[config.mk]
export PLATFORM = sky130hd
export DESIGN_NAME = pulse_transmitter_job_scheduler
export DESIGN_NICKNAME = d
export VERILOG_FILES = /design/src/rtl/pulse_transmitter_pkg.sv /design/src/rtl/pulse_transmitter_job_fifo.sv /design/src/rtl/pulse_transmitter_job_scheduler.sv
export SDC_FILE = /design/constraint.sdc
export NUM_CORES = 1
export LEC_CHECK = 0
export CAP_MARGIN = 20
export CORE_ASPECT_RATIO = 1.1
export CORE_MARGIN = 2
export CORE_UTILIZATION = 50
export DETAILED_ROUTE_END_ITERATION = 8
export GPL_TIMING_DRIVEN = 1
export PLACE_DENSITY = 0.71
export SLEW_MARGIN = 20
export SYNTH_ARGS = -nofsm -noshare
export SYNTH_HDL_FRONTEND = slang
export SYNTH_SLANG_ARGS = --single-unit
[constraint.sdc]
create_clock -name clk -period 8.25 [get_ports clk]
set_input_delay 1.65 -clock clk [delete_from_list [all_inputs] [get_ports clk]]
set_output_delay 1.65 -clock clk [all_outputs]
set_load 0.01 [all_outputs]
[src/rtl/pulse_transmitter_pkg.sv]
// Shared types for the pulse transmitter job scheduler: FSM states, job word layout, default depth.
package pulse_transmitter_pkg;

   typedef enum logic [2:0] {
      ST_IDLE,
      ST_LOAD,
      ST_START,
      ST_WAIT_DONE,
      ST_GAP
   } state_t;

   localparam int DEPTH_DEFAULT = 4;

   localparam int END_LSB    = 0;
   localparam int END_W      = 7;
   localparam int PRESC_LSB  = 7;
   localparam int PRESC_W    = 4;
   localparam int REP_LSB    = 11;
   localparam int REP_W      = 4;
   localparam int GAP_LSB    = 15;
   localparam int GAP_W      = 16;
   localparam int IRQ_EN_BIT = 31;

   typedef struct packed {
      logic                irq_en;
      logic [GAP_W-1:0]    gap;
      logic [REP_W-1:0]    repeats;
      logic [PRESC_W-1:0]  prescaler;
      logic [END_W-1:0]    end_count;
   } job_t;

   function automatic job_t unpack_job(input logic [31:0] w);
      job_t j;
      j.end_count = w[END_LSB +: END_W];
      j.prescaler = w[PRESC_LSB +: PRESC_W];
      j.repeats   = w[REP_LSB +: REP_W];
      j.gap       = w[GAP_LSB +: GAP_W];
      j.irq_en    = w[IRQ_EN_BIT];
      return j;
   endfunction

endpackage

[src/rtl/pulse_transmitter_job_fifo.sv]
// DEPTH x 32 synchronous job FIFO with flush; head word is presented combinationally.
module pulse_transmitter_job_fifo
   import pulse_transmitter_pkg::*;
#(
   parameter int DEPTH = DEPTH_DEFAULT
) (
   input  logic                      clk,
   input  logic                      rst_n,
   input  logic                      push,
   input  logic [31:0]               push_data,
   input  logic                      pop,
   input  logic                      flush,
   output logic [31:0]               head_data,
   output logic [$clog2(DEPTH):0]    level
);

   localparam int AW = $clog2(DEPTH);

   logic [31:0]   mem_q [DEPTH];
   logic [AW-1:0] wr_ptr_q, wr_ptr_d, rd_ptr_q, rd_ptr_d;
   logic [AW:0]   level_q, level_d;
   logic          do_push, do_pop;

   always_comb begin
      do_push  = push && !flush && (level_q < (AW+1)'(DEPTH));
      do_pop   = pop && !flush && (level_q != '0);
      wr_ptr_d = wr_ptr_q;
      rd_ptr_d = rd_ptr_q;
      level_d  = level_q;
      if (flush) begin
         wr_ptr_d = '0;
         rd_ptr_d = '0;
         level_d  = '0;
      end else begin
         if (do_push) wr_ptr_d = wr_ptr_q + AW'(1);
         if (do_pop)  rd_ptr_d = rd_ptr_q + AW'(1);
         case ({do_push, do_pop})
            2'b10:   level_d = level_q + (AW+1)'(1);
            2'b01:   level_d = level_q - (AW+1)'(1);
            default: level_d = level_q;
         endcase
      end
   end

   always_ff @(posedge clk) begin
      if (do_push) mem_q[wr_ptr_q] <= push_data;
   end

   always_ff @(posedge clk) begin
      if (!rst_n) begin
         wr_ptr_q <= '0;
         rd_ptr_q <= '0;
         level_q  <= '0;
      end else begin
         wr_ptr_q <= wr_ptr_d;
         rd_ptr_q <= rd_ptr_d;
         level_q  <= level_d;
      end
   end

   assign head_data = mem_q[rd_ptr_q];
   assign level     = level_q;

endmodule

[src/rtl/pulse_transmitter_job_scheduler.sv]
// Job scheduler for the pulse transmitter: queues jobs, sequences start/done with repeats and gaps.
// Optional WAIT_DONE watchdog enabled by defining PULSE_SCHED_WATCHDOG_EN.
//
//  state      | meaning
//  IDLE       | waiting for a queued job, pops head when level>0
//  LOAD       | drive end count / prescaler from job regs, tx_start low
//  START      | raise tx_start
//  WAIT_DONE  | wait for tx_done (watchdog runs here when enabled)
//  GAP        | tx_start low for gap+1 cycles between repeats
module pulse_transmitter_job_scheduler
   import pulse_transmitter_pkg::*;
#(
   parameter int          DEPTH           = DEPTH_DEFAULT,
   parameter logic [19:0] WATCHDOG_CYCLES = 20'hFFFFF
) (
   input  logic                      clk,
   input  logic                      rst_n,
   input  logic                      job_valid,
   input  logic [31:0]               job_data,
   output logic                      job_ready,
   input  logic                      abort,
   output logic                      tx_start,
   output logic [6:0]                tx_end_count,
   output logic [3:0]                tx_prescaler,
   input  logic                      tx_done,
   output logic                      busy,
   output logic [$clog2(DEPTH):0]    queue_level,
   output logic                      irq,
   input  logic                      irq_clear,
   output logic                      watchdog_err
);

   localparam int LW = $clog2(DEPTH) + 1;

   state_t        state_q, state_d;
   job_t          job_q, job_d;
   logic [3:0]    repeats_left_q, repeats_left_d;
   logic [15:0]   gap_cnt_q, gap_cnt_d;
   logic          tx_start_q, tx_start_d;
   logic [6:0]    end_count_q, end_count_d;
   logic [3:0]    prescaler_q, prescaler_d;
   logic          irq_q, irq_d;
   logic          irq_set, wd_set;
   logic          push, pop;
   logic [31:0]   head_data;
   logic [LW-1:0] fifo_level;
   job_t          head_job;

`ifdef PULSE_SCHED_WATCHDOG_EN
   logic [19:0]   wd_cnt_q, wd_cnt_d;
   logic          wd_err_q, wd_err_d;
`endif

   assign job_ready = (fifo_level < LW'(DEPTH));
   assign push      = job_valid && job_ready;
   assign head_job  = unpack_job(head_data);

   pulse_transmitter_job_fifo #(.DEPTH(DEPTH)) u_fifo (
      .clk       (clk),
      .rst_n     (rst_n),
      .push      (push),
      .push_data (job_data),
      .pop       (pop),
      .flush     (abort),
      .head_data (head_data),
      .level     (fifo_level)
   );

   always_comb begin
      state_d        = state_q;
      job_d          = job_q;
      repeats_left_d = repeats_left_q;
      gap_cnt_d      = gap_cnt_q;
      tx_start_d     = tx_start_q;
      end_count_d    = end_count_q;
      prescaler_d    = prescaler_q;
      pop            = 1'b0;
      irq_set        = 1'b0;
      wd_set         = 1'b0;
`ifdef PULSE_SCHED_WATCHDOG_EN
      wd_cnt_d       = wd_cnt_q;
`endif
      // abort outranks everything, including a tx_done in the same cycle
      if (abort) begin
         state_d    = ST_IDLE;
         tx_start_d = 1'b0;
      end else begin
         case (state_q)
            ST_IDLE: begin
               if (fifo_level != '0) begin
                  pop            = 1'b1;
                  job_d          = head_job;
                  repeats_left_d = head_job.repeats;
                  state_d        = ST_LOAD;
               end
            end
            ST_LOAD: begin
               end_count_d = job_q.end_count;
               prescaler_d = job_q.prescaler;
               tx_start_d  = 1'b0;
               state_d     = ST_START;
            end
            ST_START: begin
               tx_start_d = 1'b1;
               state_d    = ST_WAIT_DONE;
`ifdef PULSE_SCHED_WATCHDOG_EN
               wd_cnt_d   = '0;
`endif
            end
            ST_WAIT_DONE: begin
               if (tx_done) begin
                  tx_start_d = 1'b0;
                  if (repeats_left_q == '0) begin
                     irq_set = job_q.irq_en;
                     state_d = ST_IDLE;
                  end else begin
                     repeats_left_d = repeats_left_q - 4'd1;
                     gap_cnt_d      = job_q.gap;
                     state_d        = ST_GAP;
                  end
               end
`ifdef PULSE_SCHED_WATCHDOG_EN
               else if (wd_cnt_q == WATCHDOG_CYCLES - 20'd1) begin
                  tx_start_d = 1'b0;
                  irq_set    = 1'b1;
                  wd_set     = 1'b1;
                  state_d    = ST_IDLE;
               end else begin
                  wd_cnt_d = wd_cnt_q + 20'd1;
               end
`endif
            end
            ST_GAP: begin
               // restart straight from GAP so gap=0 still yields a one-cycle low
               if (gap_cnt_q == '0) begin
                  tx_start_d = 1'b1;
                  state_d    = ST_WAIT_DONE;
`ifdef PULSE_SCHED_WATCHDOG_EN
                  wd_cnt_d   = '0;
`endif
               end else begin
                  gap_cnt_d = gap_cnt_q - 16'd1;
               end
            end
            default: state_d = ST_IDLE;
         endcase
      end
      irq_d = irq_set ? 1'b1 : (irq_clear ? 1'b0 : irq_q);
`ifdef PULSE_SCHED_WATCHDOG_EN
      wd_err_d = wd_set ? 1'b1 : (irq_clear ? 1'b0 : wd_err_q);
`endif
   end

   always_ff @(posedge clk) begin
      if (!rst_n) begin
         state_q        <= ST_IDLE;
         job_q          <= '0;
         repeats_left_q <= '0;
         gap_cnt_q      <= '0;
         tx_start_q     <= 1'b0;
         end_count_q    <= '0;
         prescaler_q    <= '0;
         irq_q          <= 1'b0;
      end else begin
         state_q        <= state_d;
         job_q          <= job_d;
         repeats_left_q <= repeats_left_d;
         gap_cnt_q      <= gap_cnt_d;
         tx_start_q     <= tx_start_d;
         end_count_q    <= end_count_d;
         prescaler_q    <= prescaler_d;
         irq_q          <= irq_d;
      end
   end

`ifdef PULSE_SCHED_WATCHDOG_EN
   always_ff @(posedge clk) begin
      if (!rst_n) begin
         wd_cnt_q <= '0;
         wd_err_q <= 1'b0;
      end else begin
         wd_cnt_q <= wd_cnt_d;
         wd_err_q <= wd_err_d;
      end
   end
   assign watchdog_err = wd_err_q;
`else
   logic unused_wd;
   assign unused_wd    = ^{WATCHDOG_CYCLES, wd_set};
   assign watchdog_err = 1'b0;
`endif

   assign tx_start     = tx_start_q;
   assign tx_end_count = end_count_q;
   assign tx_prescaler = prescaler_q;
   assign busy         = (state_q != ST_IDLE);
   assign queue_level  = fifo_level;
   assign irq          = irq_q;

endmodule

**Word-level counts from Yosys, hierarchy flattened**

Memory sizes are Yosys's and may differ from the RTL's. A register that Yosys moved wholly into a read port is not among the register bits.
Cells that the tools add are included.

- Register bits: 71
- Bits in latches: 0
- RAM bits: 128
- ROM bits: 0
- Output and inout port bits: 19
- Memories: 1

Memories:

| name | depth | bits a word | read ports | clocked after memory_dff | wr ports | line | RTL |
|---|---|---|---|---|---|---|---|
| u_fifo.mem_q | 4 | 32 | 1 | 1 | 1 | pulse_transmitter_job_fifo.sv:19 | `logic [31:0] mem_q [DEPTH];` |

- $add $sub $neg: 6
- $mul: 0
- Div/mod/pow operators: 0
- $lt $le $gt $ge: 1
- Equality and inequality tests: 11
- Shift operators: 0
- Muxes and demuxes: 30
- Bitwise logic cells: 2
- Reductions and logical operators: 23

Operator list:

| operator | number |
|---|---|
| two-way mux 16 bit | 3 |
| one-hot mux 16 bit (2 select lines) | 1 |
| zero test 16 bit | 1 |
| subtractor 16 x 1 -> 16 bit (second input constant) | 1 |
| one-hot mux 3 bit (5 select lines) | 1 |
| two-way mux 1 bit | 13 |
| two-way mux 3 bit | 4 |
| two-way mux 4 bit | 3 |
| != test 2 bit (second input constant) | 5 |
| AND reduction 5 bit | 2 |
| AND reduction 3 bit | 3 |
| one-hot mux 4 bit (2 select lines) | 1 |
| nonzero test 2 bit | 4 |
| equality test 3 x 2 -> 1 bit (second input constant) | 2 |
| one-hot mux 3 bit (2 select lines) | 1 |
| nonzero test 3 bit | 2 |
| logical AND 1 bit | 5 |
| adder 2 x 1 -> 2 bit (second input constant) | 2 |
| zero test 4 bit | 1 |
| two-way mux 2 bit | 2 |
| one-hot mux 1 bit (4 select lines) | 1 |
| nonzero test 4 bit | 1 |
| subtractor 4 x 1 -> 4 bit (second input constant) | 1 |
| adder 3 x 1 -> 3 bit (second input constant) | 1 |
| other kinds (11) | 12 |

**Depth between registers and ports, before layout**

- Depth after elaboration: 8
- Mapped depth: 10
- Mapped depth without buffers: 9

**By module**

From an unflattened synthesis, not the netlist that was laid out.

- Cells, all modules: 622
- Area, all modules: 8276.7 sq um

By module, submodules not included:

| module | instances | cells an instance | area an instance (sq um) | seq. area each (sq um) |
|---|---|---|---|---|
| pulse_transmitter_job_fifo | 1 | 218 | 5117.4 | 4023.9 |
| pulse_transmitter_job_scheduler | 1 | 404 | 3159.3 | 1281.2 |

**Worst setup path after synthesis**

OpenSTA, ideal clock, no wires.

- Path kind: input -> register
- Start: in abort
- End: reg u_fifo.level_q[2] (netlist: u_fifo.level[2])
- Setup time: 71 ps
- Arrival time: 3751 ps
- Data required time: 8179 ps
- Setup slack: 4429 ps
- Stages on the path: 10
- Path buffers: 2
- Cell sequence: clkbuf_1 -> or3_1 -> inv_1 -> clkbuf_1 -> ha_1 -> inv_1 -> fa_1 -> xor2_1 -> or3_1 -> a21oi_1

- Cells in the longest elaborated chain, start to end: 5
- Elaborated cells on any way between the ends: 11

Ends and longest elaborated chain:

| element | line | RTL |
|---|---|---|
| start, declared | pulse_transmitter_job_scheduler.sv:21 | `input logic abort,` |
| two-way mux 1 bit or zero test 1 bit (tied branches) | pulse_transmitter_job_scheduler.sv:84, pulse_transmitter_job_fifo.sv:26 |  |
| logical AND 1 bit * (2 in series) | pulse_transmitter_job_fifo.sv:26 | `do_pop = pop && !flush && (level_q != '0);` |
| via u_fifo.do_pop | pulse_transmitter_job_fifo.sv:22 | `logic do_push, do_pop;` |
| equality test 2 x 1 -> 1 bit or equality test 2 bit (tied branches) | pulse_transmitter_job_fifo.sv:37 | `case ({do_push, do_pop})` |
| one-hot mux 3 bit (2 select lines) or nonzero test 2 bit (tied branches) | - |  |
| end signal, assigned | pulse_transmitter_job_fifo.sv:57 | `level_q <= level_d;` |
| end, declared | pulse_transmitter_job_fifo.sv:21 | `logic [AW:0] level_q, level_d;` |

Mark *: on every way through the listed nets, which the timed path passes. The rest lies on a longest branch.
A chain may end at the register's enable or synchronous reset.

**Worst setup path after layout**

- Start: in abort
- End: reg u_fifo.level_q[2] (netlist: u_fifo.level[2])

- Cells in the longest elaborated chain, start to end: 5
- Elaborated cells on any way between the ends: 11

Ends and longest elaborated chain:

| element | line |
|---|---|
| two-way mux 1 bit or zero test 1 bit (tied branches) | pulse_transmitter_job_scheduler.sv:84, pulse_transmitter_job_fifo.sv:25, pulse_transmitter_job_fifo.sv:26 |
| logical AND 1 bit, on equally long branches (2 in series) | pulse_transmitter_job_fifo.sv:26, pulse_transmitter_job_fifo.sv:25 |
| equality test 2 x 1 -> 1 bit or equality test 2 bit (tied branches) | pulse_transmitter_job_fifo.sv:37 |
| one-hot mux 3 bit (2 select lines) or nonzero test 2 bit (tied branches) | - |

Parallel ways exist; a longest one is shown, timed or not.

==> out/qor.yml <==
syn_to_final_growth_pct: 17.4
path_buf_inv: 3
synth_seq_cells: 201
p_leak_nw: 2.96
rsz0062_at_grt: "false"
r2r-start: "state_q[1]"
peakVddDrop_mv: 0.202
finalHoldViolCount: 0
clk_path_buf_depth: 3
yosys_most_used_dff: "edfxtp_1"
max_slew_margin_pct: 29.9
r2r_end: "u_fifo.level[2]"
finalWirelength_um: 15700
period_share_pct: 60.0
required_ns: 8.66
synth_area_sq_mm: 0.00799
crit_type: "input port to flip-flop"
worstRegToRegCells: 9
grt_pass1_vias: 4914
gp_congestion: 0.804
first_iter_violations: 411
postCtsHoldBufs: 0
tightest_slew_ns: 1.05
finalNetCount: 699
drv_slew: 0
die_x_um: 125
worst_slack_ns: 3.30
cp-endpoint: "u_fifo.level[2]"
drive_gt1_share_pct: 13.1
ys_types: 52
hp-class: "flip-flop to flip-flop"
syn_nets: 650
postRouteAntennaNets: 0
setup_viol: 0
core-area_sq_mm: 0.0157
start_util_pct: 51.0
vias: 4967
crit_slowest_cell: "inv_1"
cp.depth: 9
crit_fanout: 31
grt_remaining_overflow: 0
antenna_cells: 0
power.density_mw_per_mm2: 223
cts_buffers: 21
wl_per_cell_um: 18.2
ys_async_sr_fraction_pct: 0
cts_tree: "built"
syn_area_per_cell_sq_um: 13.3
post_cts_buffers: 0
startpoint: "abort"
firstDrtPassIters: 5
clock_sinks: 201
drc: 0
post-place-ws_ns: 2.81
grt_max_degree: 60
fin_util_pct: 59.8
status: "finished, final reports clean"
antenna_found_initial: 0
fillCellCount: 1191
netlist_instances: 602
fin_cells: 865
critical_path.cell_chain: "clkdlybuf4s50_1, or3_1, inv_1, ha_1, inv_1, fa_1, xor2_1, or3_1, a21oi_1"
dpl.hpwl_um: 9430
die_h_um: 137
max_stage_delay_ns: 0.94
std_cell_rows: 48
fmax_mhz: 202
track_usage_pct: 18.4
cts_root_buf: "clkbuf_16"
worstPathArrival_ns: 5.36
fin_crit_ns: 4.95
worstSetupStartpointType: "input port"
synth_edf_count: 128
vias_per_cell: 5.74
crit_path_end_kind: "flip-flop"
synth_seq_area_share_pct: 66.4
dieArea_sq_mm: 0.0170
grt_pass1_wl_um: 25000
max_cap_viol_count: 0
power_mw: 2.09
r2r_setup_slack_ns: 4.18
yosysWarnings: 0
finalSetupTns_ns: 0
ios: 57
critPathTopFamily: "buffers and inverters"
cts_resized: 0
place_inst: 828
cts_max_level: 1
port_buffers: 55
clk_pin_slew_ns: 0.06
skew_ns: 0.0142
clk_latency_ns: 0.48
layout by cell type, fill, tap and decap left out, types with 5 or more instances in the layout:
cell / n
a21o_1: 5
a21oi_1: 63
a21oi_2: 5
buf_4: 8
clkbuf_16: 21
clkdlybuf4s50_1: 55
dfxtp_1: 72
edfxtp_1: 128
ha_1: 9
inv_1: 15
mux4_2: 32
nand2_1: 95
nand2b_1: 5
nand3_1: 5
nor2_1: 31
nor3_1: 11
o211ai_1: 8
o21ai_1: 7
o31ai_1: 7
or3_1: 9
report_power, final:
group          switching (mW)  internal (mW)  leakage, nW  total [mW]
registers             0.00689           1.08         1.75        1.09
logic                  0.0397         0.0355        0.886      0.0752
clock network           0.369          0.559        0.326       0.927
synthesized netlist by cell type, types with 7 or more instances:
cell type | n | share of area [%]
o31ai_1 | 7 | 0.66
mux4_2 | 32 | 9.0
nand2_1 | 95 | 4.5
nor3_1 | 11 | 0.69
a21oi_1 | 63 | 3.9
o211ai_1 | 8 | 0.75
or3_1 | 9 | 0.70
edfxtp_1 | 128 | 48
ha_1 | 9 | 1.4
inv_1 | 15 | 0.70
clkbuf_1 | 30 | 1.4
dfxtp_1 | 73 | 18
o21ai_1 | 7 | 0.44
nor2_1 | 31 | 1.5
metal layers:
layer | track usage (%) | part of all wire, %
met4 | 6.55 | 2.0
met3 | 2.58 | 5.0
met1 | 24.9 | 43
met2 | 30.9 | 50
met5 | 0 | 0
metrics by stage:
step | area [sq um] | hold WS, ns
2_1_floorplan | 7990 | 0.432
3_3_place_gp | 8680 | 0.442
3_5_place_dp | 8680 | 0.447
4_1_cts | 9380 | 0.453
5_1_grt | 9380 | 0.479
6_report | 9380 | 0.449
sequential cells by signal (all words and copies together), names as in the netlist, named ones only:
register	flops
u_fifo.mem_q	128
tx_end_count	7
u_fifo.wr_ptr_q	2
job_q	28
tx_prescaler	4
u_fifo.rd_ptr_q	2
irq	1
repeats_left_q	4
u_fifo.level	3
state_q	3
gap_cnt_q	16
tx_start	1
kinds of logic (layout without fill, tap and decap cells):
family                     after synthesis  in the layout  share of synthesized area (%)
xor gates and xnor gates                 5              5                          0.548
adders and majority gates               10             10                           1.66
DFF                                    201            201                           66.4
muxes                                   32             32                           9.02
and+or+nand+nor                        182            182                           10.4
buffers and inverters                   53            116                           2.83
other                                    1              1                         0.0469
AOI/OAI and AO/OA                      118            118                           9.07
worst reg2reg max path, stage by stage, from the launching register on:
cell     delay [ns]
dfxtp_1        0.42
or3_1          0.46
or3_1          0.80
inv_1          0.95
ha_1           0.33
inv_1          0.06
fa_1           0.37
xor2_1         0.16
or3_1          0.30
a21oi_1        0.14
layout make-up:
| type | count | area (sq um) | area share (%) |
|---|---|---|---|
| tap | 200 | 250 | 2.67 |
| clock inverter | 10 | 113 | 1.20 |
| clock buffer | 27 | 578 | 6.17 |
| inverter | 16 | 60.1 | 0.641 |
| multi-input combinational | 348 | 2460 | 26.2 |
| timing repair buffer | 63 | 611 | 6.51 |
| sequential | 201 | 5310 | 56.6 |
how the worst min path moves through the flow:
stage | cells past startpoint | slack (ns) | to | start
floorplan | 2 | 0.43 | tx_end_count[0] | job_q[0]
global placement | 2 | 0.44 | tx_end_count[3] | job_q[3]
detailed placement | 2 | 0.45 | tx_prescaler[3] | job_q[10]
CTS | 2 | 0.45 | tx_prescaler[3] | job_q[10]
global route | 2 | 0.48 | tx_end_count[5] | job_q[5]
finish | 2 | 0.45 | tx_prescaler[3] | job_q[10]
(Power assumes the default switching activity.)
